<file path="src/rtl/rvc_align_buffer.sv">
// rvc_align_buffer
// Instruction alignment buffer between fetch and decode for an RV32IC core.
// Fetch delivers word-aligned 32-bit memory words. The buffer splits each word
// into halfwords, queues them, and presents one aligned instruction at a time.
// An instruction is either a 16-bit compressed one or a 32-bit one, and a
// 32-bit instruction may straddle two fetch words.
//
// Ports
//   clk, reset   clock; synchronous active-high reset
//   flush        redirect: empties the queue and drops this cycle's fetch word
//   fetch_valid  fetch_word/fetch_pc are valid this cycle
//   fetch_word   memory word at {fetch_pc[31:2], 2'b00}
//   fetch_pc     address of the first wanted halfword (bit1=1 -> upper half only)
//   fetch_ready  room for a whole word (depends on registered state only)
//   id_valid     id_instr/id_pc/id_is_rvc hold a complete instruction
//   id_ready     decode accepts the presented instruction
//   id_instr     32-bit instruction, or {16'h0, halfword} when compressed
//   id_is_rvc    presented instruction is compressed
//   id_pc        address of id_instr
//
// Handshake: both interfaces are valid/ready. A transfer happens on a rising
// edge where valid and ready are both high. Once id_valid is high, id_* stay
// stable until the transfer happens. fetch_ready never depends on id_ready,
// and fetch_valid is never required to stay high until accepted.

module rvc_align_buffer #(
  parameter int QDEPTH = 4
) (
  input  logic        clk,
  input  logic        reset,
  input  logic        flush,
  input  logic        fetch_valid,
  input  logic [31:0] fetch_word,
  input  logic [31:0] fetch_pc,
  output logic        fetch_ready,
  output logic        id_valid,
  input  logic        id_ready,
  output logic [31:0] id_instr,
  output logic        id_is_rvc,
  output logic [31:0] id_pc
);

  localparam int CW = $clog2(QDEPTH + 1);
  localparam int QW = 16 * QDEPTH;

  // Queue is a flat vector; halfword i lives at [16*i +: 16], entry 0 is the head.
  logic [QW-1:0]    q_q, q_d;
  logic [CW-1:0]    count_q, count_d;
  logic [31:0]      head_pc_q, head_pc_d;

  logic [15:0]      head_hw;
  logic             head_rvc;
  logic             push_en;
  logic             pop_en;
  logic [1:0]       npush;
  logic [1:0]       npop;
  logic [QW+31:0]   shifted;
  int               remain;

  assign head_hw  = q_q[15:0];
  assign head_rvc = (head_hw[1:0] != 2'b11);

  assign fetch_ready = (count_q <= CW'(QDEPTH - 2));
  assign id_valid    = ((count_q >= CW'(1)) && head_rvc) ||
                       ((count_q >= CW'(2)) && !head_rvc);
  // Gate with a non-empty queue so an empty buffer shows all-zero outputs.
  assign id_is_rvc   = (count_q != '0) && head_rvc;
  assign id_instr    = (count_q == '0) ? 32'h0 :
                       head_rvc        ? {16'h0, head_hw} : q_q[31:0];
  assign id_pc       = head_pc_q;

  assign push_en = fetch_valid && fetch_ready && !flush;
  assign pop_en  = id_valid && id_ready && !flush;
  assign npush   = !push_en ? 2'd0 : (fetch_pc[1] ? 2'd1 : 2'd2);
  assign npop    = !pop_en  ? 2'd0 : (head_rvc    ? 2'd1 : 2'd2);

  always_comb begin
    // Drop popped halfwords off the head; zeros fill in behind.
    shifted   = {32'h0, q_q} >> {npop, 4'b0000};
    q_d       = shifted[QW-1:0];
    remain    = int'(count_q) - int'(npop);
    count_d   = count_q + CW'(npush) - CW'(npop);
    head_pc_d = head_pc_q + {29'h0, npop, 1'b0};

    // Pushed halfwords land right after whatever survives the pop.
    for (int i = 0; i < QDEPTH; i++) begin
      if ((npush != 2'd0) && (remain == i)) begin
        q_d[16*i +: 16] = fetch_pc[1] ? fetch_word[31:16] : fetch_word[15:0];
      end
      if ((npush == 2'd2) && (remain + 1 == i)) begin
        q_d[16*i +: 16] = fetch_word[31:16];
      end
    end

    // A push into a queue that is empty after the pop restarts the PC.
    if ((npush != 2'd0) && (remain == 0)) begin
      head_pc_d = fetch_pc;
    end

    if (flush) begin
      count_d = '0;
    end
  end

  always_ff @(posedge clk) begin
    if (reset) begin
      q_q       <= '0;
      count_q   <= '0;
      head_pc_q <= '0;
    end else begin
      q_q       <= q_d;
      count_q   <= count_d;
      head_pc_q <= head_pc_d;
    end
  end

endmodule

</file>
<file path="config.mk">
export PLATFORM = sky130hd
export DESIGN_NAME = rvc_align_buffer
export DESIGN_NICKNAME = d
export VERILOG_FILES = /design/src/rtl/rvc_align_buffer.sv
export SDC_FILE = /design/constraint.sdc
export NUM_CORES = 1
export LEC_CHECK = 0
export ABC_AREA = 1
export CAP_MARGIN = 20
export CORE_ASPECT_RATIO = 1.5
export CORE_MARGIN = 10
export CORE_UTILIZATION = 50
export CTS_BUF_LIST = sky130_fd_sc_hd__clkbuf_8
export CTS_CLUSTER_SIZE = 10
export DETAILED_ROUTE_END_ITERATION = 10
export PLACE_DENSITY = 0.77
export SETUP_SLACK_MARGIN = 0.5
export SLEW_MARGIN = 20
export SYNTH_ARGS = -nofsm -noshare
export SYNTH_HDL_FRONTEND = slang
export SYNTH_SLANG_ARGS = --single-unit
</file>
<file path="constraint.sdc">
create_clock -name clk -period 3.3 [get_ports clk]
set_input_delay 0.495 -clock clk [delete_from_list [all_inputs] [get_ports clk]]
set_output_delay 0.495 -clock clk [all_outputs]
set_load 0.01 [all_outputs]
</file>
# After elaboration in Yosys (flattened, before gate mapping)
# Cells that the tools add are included.
[word_totals]
regBits = 99
[op_classes]
magnitude_cmp = 3
add_sub_neg = 5
shifts = 1
n_eq_ne = 8
muxes = 16
n_reduce_logical = 24
[op_table]
columns = ["operator", "n"]
rows = [
  ["16-bit 2-to-1 mux", 9],
  ["32-bit 2-to-1 mux", 3],
  ["32-bit zero test", 2],
  ["64-bit by 6-bit right shift with 64-bit output", 1],
  ["32-bit by 3-bit adder with 32-bit output", 1],
  ["1-bit logical AND", 15],
  ["5-bit by 3-bit equality test with 1-bit output (second input constant)", 2],
  ["4-bit by 3-bit equality test with 1-bit output (second input constant)", 2],
  ["2-bit 2-to-1 mux", 4],
  ["4-bit by 2-bit adder with 5-bit output (second input constant)", 1],
  ["5-bit by 2-bit equality test with 1-bit output (second input constant)", 1],
  ["4-bit by 2-bit equality test with 1-bit output (second input constant)", 1],
  ["3-bit by 2-bit subtractor with 4-bit output", 1],
  ["3-bit by 2-bit adder with 3-bit output", 1],
  ["3-bit by 1-bit greater-or-equal comparator with 1-bit output (second input constant)", 1],
  ["3-bit by 2-bit greater-or-equal comparator with 1-bit output (second input constant)", 1],
  ["3-bit by 2-bit less-or-equal comparator with 1-bit output (second input constant)", 1],
  ["3-bit zero test", 1],
  ["3-bit nonzero test", 1],
  ["3-bit by 2-bit subtractor with 3-bit output", 1],
  ["2-bit equality test (second input constant)", 1],
  ["1-bit zero test", 2],
  ["2-bit != test (second input constant)", 1],
  ["2-bit nonzero test", 1],
  ["2 further kinds", 2],
]

# Depth between registers and ports, before layout
[depth]
word_depth = 12
ltp_mapped = 21
depth_no_buf = 19

# Least setup slack after synthesis
# Ideal clock, no wire load.
[synth_path]
kind = "input -> register"
from = "in id_ready"
to = "reg q_q[10]"
required_time_ns = 3.191
path_buffers = 3
arrival_ns = 2.951
slack_ns = 0.240
setup_time_ns = 0.109
stages = 18
cell_sequence = "inv_1 > nor2_1 > nand3_2 > inv_2 > buf_2 > ha_1 > inv_1 > fa_1 > nor2_1 > nand3_2 > nor2_8 > inv_2 > buf_6 > nand2_2 > buf_4 > nand3_1 > nand2_1 > inv_1"
[synth_via]
elab_chain_len = 8
word_cells_on_any_way = 12
classes_between = "2 x add/sub; 1 x shift; 3 x mux; 6 x reduce/logical"
[synth_rtl]
columns = ["item", "line_no", "rtl"]
rows = [
  ["start, declared", "37", "input logic id_ready,"],
  ["1-bit logical AND * (2 in series)", "73", "assign pop_en = id_valid && id_ready && !flush;"],
  ["2-bit 2-to-1 mux *", "75", "assign npop = !pop_en ? 2'd0 : (head_rvc ? 2'd1 : 2'd2);"],
  ["3-bit by 2-bit subtractor with 4-bit output", "81", "remain = int'(count_q) - int'(npop);"],
  ["4-bit by 2-bit adder with 5-bit output or 32-bit zero test (tied branches)", "90, 87", ""],
  ["32-bit zero test or 1-bit logical AND (tied branches)", "90, 87", ""],
  ["1-bit logical AND or 16-bit 2-to-1 mux (tied branches)", "90, 87", ""],
  ["16-bit 2-to-1 mux *", "90", "if ((npush == 2'd2) && (remain + 1 == i)) begin"],
  ["end signal, assigned", "111", "q_q <= q_d;"],
  ["end, declared", "47", "logic [QW-1:0] q_q, q_d;"],
]
# Every way passes the cells marked *; elsewhere a longest branch is shown, timed or not.
# A chain may end at the register's enable or synchronous reset.

# Worst setup path after layout
[layout_path]
from = "in id_ready"
to = "reg q_q[12]"
# The elaborated chain is that of the path after synthesis.

==> impl_metrics.yaml <==
outcome:
  status: "completed"
synthesis:
  async_flop_share_pct: 0
  synth.top_cells.by_count: "nand2_1 (256), inv_1 (201), nor2_1 (124)"
  synthTopCellsByArea: "dfxtp_1 (28%), nand2_1 (14%), inv_1 (11%)"
  synth_cells: 1194
  synth_top_area_cell: "dfxtp_1"
  synth_xor_area_share_pct: 1.24
  syn_area_sq_mm: 0.00708
  synth_edf_count: 0
  muxShareOfSynthArea_pct: 0
  syn_nets: 1273
  synth_compound_area_share_pct: 15.4
  postSynthRegisterBits: 99
  ys_dominant_reg_cell: "dfxtp_1"
  synthAdderAreaFrac_pct: 2.19
  seq_area_frac_synth_pct: 28.0
  synth_top_family_by_area: "simple AND/OR/NAND/NOR gates"
  synth.most_common_cell: "nand2_1"
  synth_top_cell_area_share_pct: 28.0
  synth.distinct_cells: 36
  yosys_warnings: 0
  avgSynthCellArea_sq_um: 5.93
  synthSimpleGateAreaFrac_pct: 38.0
floorplanning:
  rows: 53
  initial_utilization_pct: 50.9
  die_h_um: 166
  dieWidth_um: 117
  die_area_sq_mm: 0.0194
  ios: 136
  core_sq_mm: 0.0139
cts:
  ctsHoldBuffers: 0
  clockRootBuffer: "clkbuf_8"
  cts_tree: "done"
  cts_num_sinks: 99
  clk_pin_slew_worst_paths_ns: 0.10
  clock_path_buffers: 2
  htreeDepth: 3
  clk-insertion-delay-late_ns: 0.39
  numCtsBuffers: 9
grt:
  grt_pass1_wl_um: 39600
  met3_usage_pct: 4.23
  met1_usage_pct: 29.8
  busiest_layer: "met2"
  grt_use_total_pct: 25.4
  antenna_found_initial: 0
  overflow: 0
  grt_max_degree: 58
  grt_pass1_vias: 7764
  use_met2_pct: 42.1
worst_setup_path:
  path_buf_inv: 8
  path_cells: "dlygate4sd2_1 > inv_4 > nor2_4 > nand3_2 > inv_4 > ha_4 > inv_2 > fa_2 > nand2_1 > nor2_1 > nand2_1 > nor2_4 > buf_12 > buf_6 > nor3_4 > buf_12 > a21oi_1 > nand2_1 > inv_1"
  cp-startpoint: "id_ready"
  r2r_setup_slack_ns: 0.63
  critical_path.top_delay_family: "buffers and inverters"
  cpMostUsedCell: "nand2_1"
  cp_slowest_stage_delay_ns: 0.60
  worstSetupPathType: "input pin to flip-flop"
  cp.required_ns: 3.64
  worstSetupPathDepth: 19
  critPathMaxFanout: 16
  crit_slowest_cell: "fa_2"
  worstSetupEndpointType: "flip-flop"
  crit_path_start_kind: "input pin"
  crit_arrival_ns: 3.01
  worstReg2RegStart: "count_q[2]"
  rr_worst_depth: 18
timing:
  period_share_pct: 81.0
  rsz0062_at_grt: "no"
  tns_ns: 0
  min_period_ns: 2.67
  fin_skew_ns: 0.0115
  slew_headroom_pct: 55.8
  fmax_mhz: 374
  fin_hold_ws_ns: 0.467
  setup_viol: 0
  setup_ws_ns: 0.626
  slew_viol_final: 0
  hold_viol: 0
  max_slew.worst_pin.slew_ns: 0.657
cells_and_area:
  drive_above_1_share_pct: 10.9
  nets: 1418
  finalNonFillerCells: 1509
  insertedDiodeCount: 0
  area_growth_pct: 31.6
  fillers: 1329
power:
  total_power_uw: 3090
  power_leakage_uw: 0.00400
  peakVddDrop_mv: 0.237
  pwr_density_cell_mw_per_mm2: 332
place:
  io_buffers: 135
  hpwlAfterDp_um: 18200
  routabilityCongestion: 0.961
  pre_cts_slack_ns: -0.118
  dp_cells: 1479
detailed_routing:
  drc_errors: 0
  viasPerCell: 5.42
  route.vias.total: 8177
  drtIter0Drc: 730
  ant_nets: 0
  dr.pass1.iters: 9
  wl_per_cell_um: 16.7
  wl_um: 25200
worst_hold_path:
  holdPathStages: 2
  hp-class: "flip-flop to flip-flop"
  hp-start: "q_q[14]"
flow_run:
  maxCapViolations: 0
## flip-flops by register name, summed over array words and instances (netlist names)
signal,cells
q_q,64
id_pc,32
count_q,3
## cells by family (layout without fill, tap and decap cells)
| logic type | after synthesis | after routing |
|---|---|---|
| flip-flops | 99 | 99 |
| AO/OA/AOI/OAI | 204 | 204 |
| adder cells (fa/ha/maj) | 10 | 10 |
| XOR/XNOR | 10 | 10 |
| buffers and inverters | 270 | 419 |
| AND/OR/NAND/NOR | 601 | 602 |
## what timing repair did
action,4_1_cts,5_1_grt
setup buffers,3,7
cloned,3,1
pin swaps,5,6
setup endpoints to repair,105,107
resized for setup,17,17
## cells in the final DEF, fill, tap and decap left out, types with 3 or more instances in the layout
cell / count
a21oi_1: 64
a21oi_2: 4
buf_12: 10
buf_4: 44
buf_6: 4
clkbuf_8: 10
clkdlybuf4s50_1: 132
clkinvlp_4: 6
dfxtp_1: 96
dfxtp_4: 3
fa_1: 3
ha_1: 5
inv_1: 196
inv_2: 8
nand2_1: 251
nand2_2: 6
nand2_4: 3
nand3_1: 104
nand3_2: 12
nand4_1: 45
nor2_1: 121
nor2_4: 7
nor3_1: 31
o211ai_1: 20
o21ai_0: 81
o21ai_1: 30
or2_2: 14
xor2_1: 9
## power breakdown
part	total (uW)	switching [uW]	internal (uW)
clock	754	461	293
combinational	960	545	414
sequential	1380	82.8	1300
total	3090	1090	2000
## per-stage QoR
step | cell area, sq um | utilization (%)
final | 9320 | 66.9
after global routing | 9320 | 66.9
after CTS | 9160 | 65.8
after detailed placement | 8860 | 63.6
after global placement | 8860 | 63.6
after floorplan | 7220 | -
## layout make-up
type,instances,area [sq um],area share [%]
Clock buffer,10,138,1.48
Clock inverter,6,42.5,0.456
Inverter,207,791,8.49
Multi-Input combinational cell,826,4170,44.7
Sequential cell,99,1990,21.4
Tap cell,165,206,2.22
Timing Repair Buffer,195,1980,21.2
Timing Repair inverter,1,7.51,0.0806
## path summary, 6_finish.rpt
path	to
setup / recovery	q_q[12]
hold / removal	q_q[14]
setup reg to reg	q_q[12]
hold reg to reg	q_q[14]
## per-layer routing
metal	part of all wire, %	wire (um)
met5	0	0
met4	5.3	1340
met3	7.3	1830
met2	49	12300
met1	38	9720
## worst register-to-register path, cell delays in order (launching register included)
cell     delay (ns)
dfxtp_4        0.42
nor2_4         0.05
nand2_4        0.08
nand3_2        0.11
inv_4          0.08
ha_4           0.14
inv_2          0.04
fa_2           0.60
nand2_1        0.08
nor2_1         0.10
nand2_1        0.09
nor2_4         0.14
buf_12         0.15
buf_6          0.11
nor3_4         0.04
buf_12         0.16
a21oi_1        0.13
nand2_1        0.07
inv_1          0.04
Power figures use the tool's default switching activity.
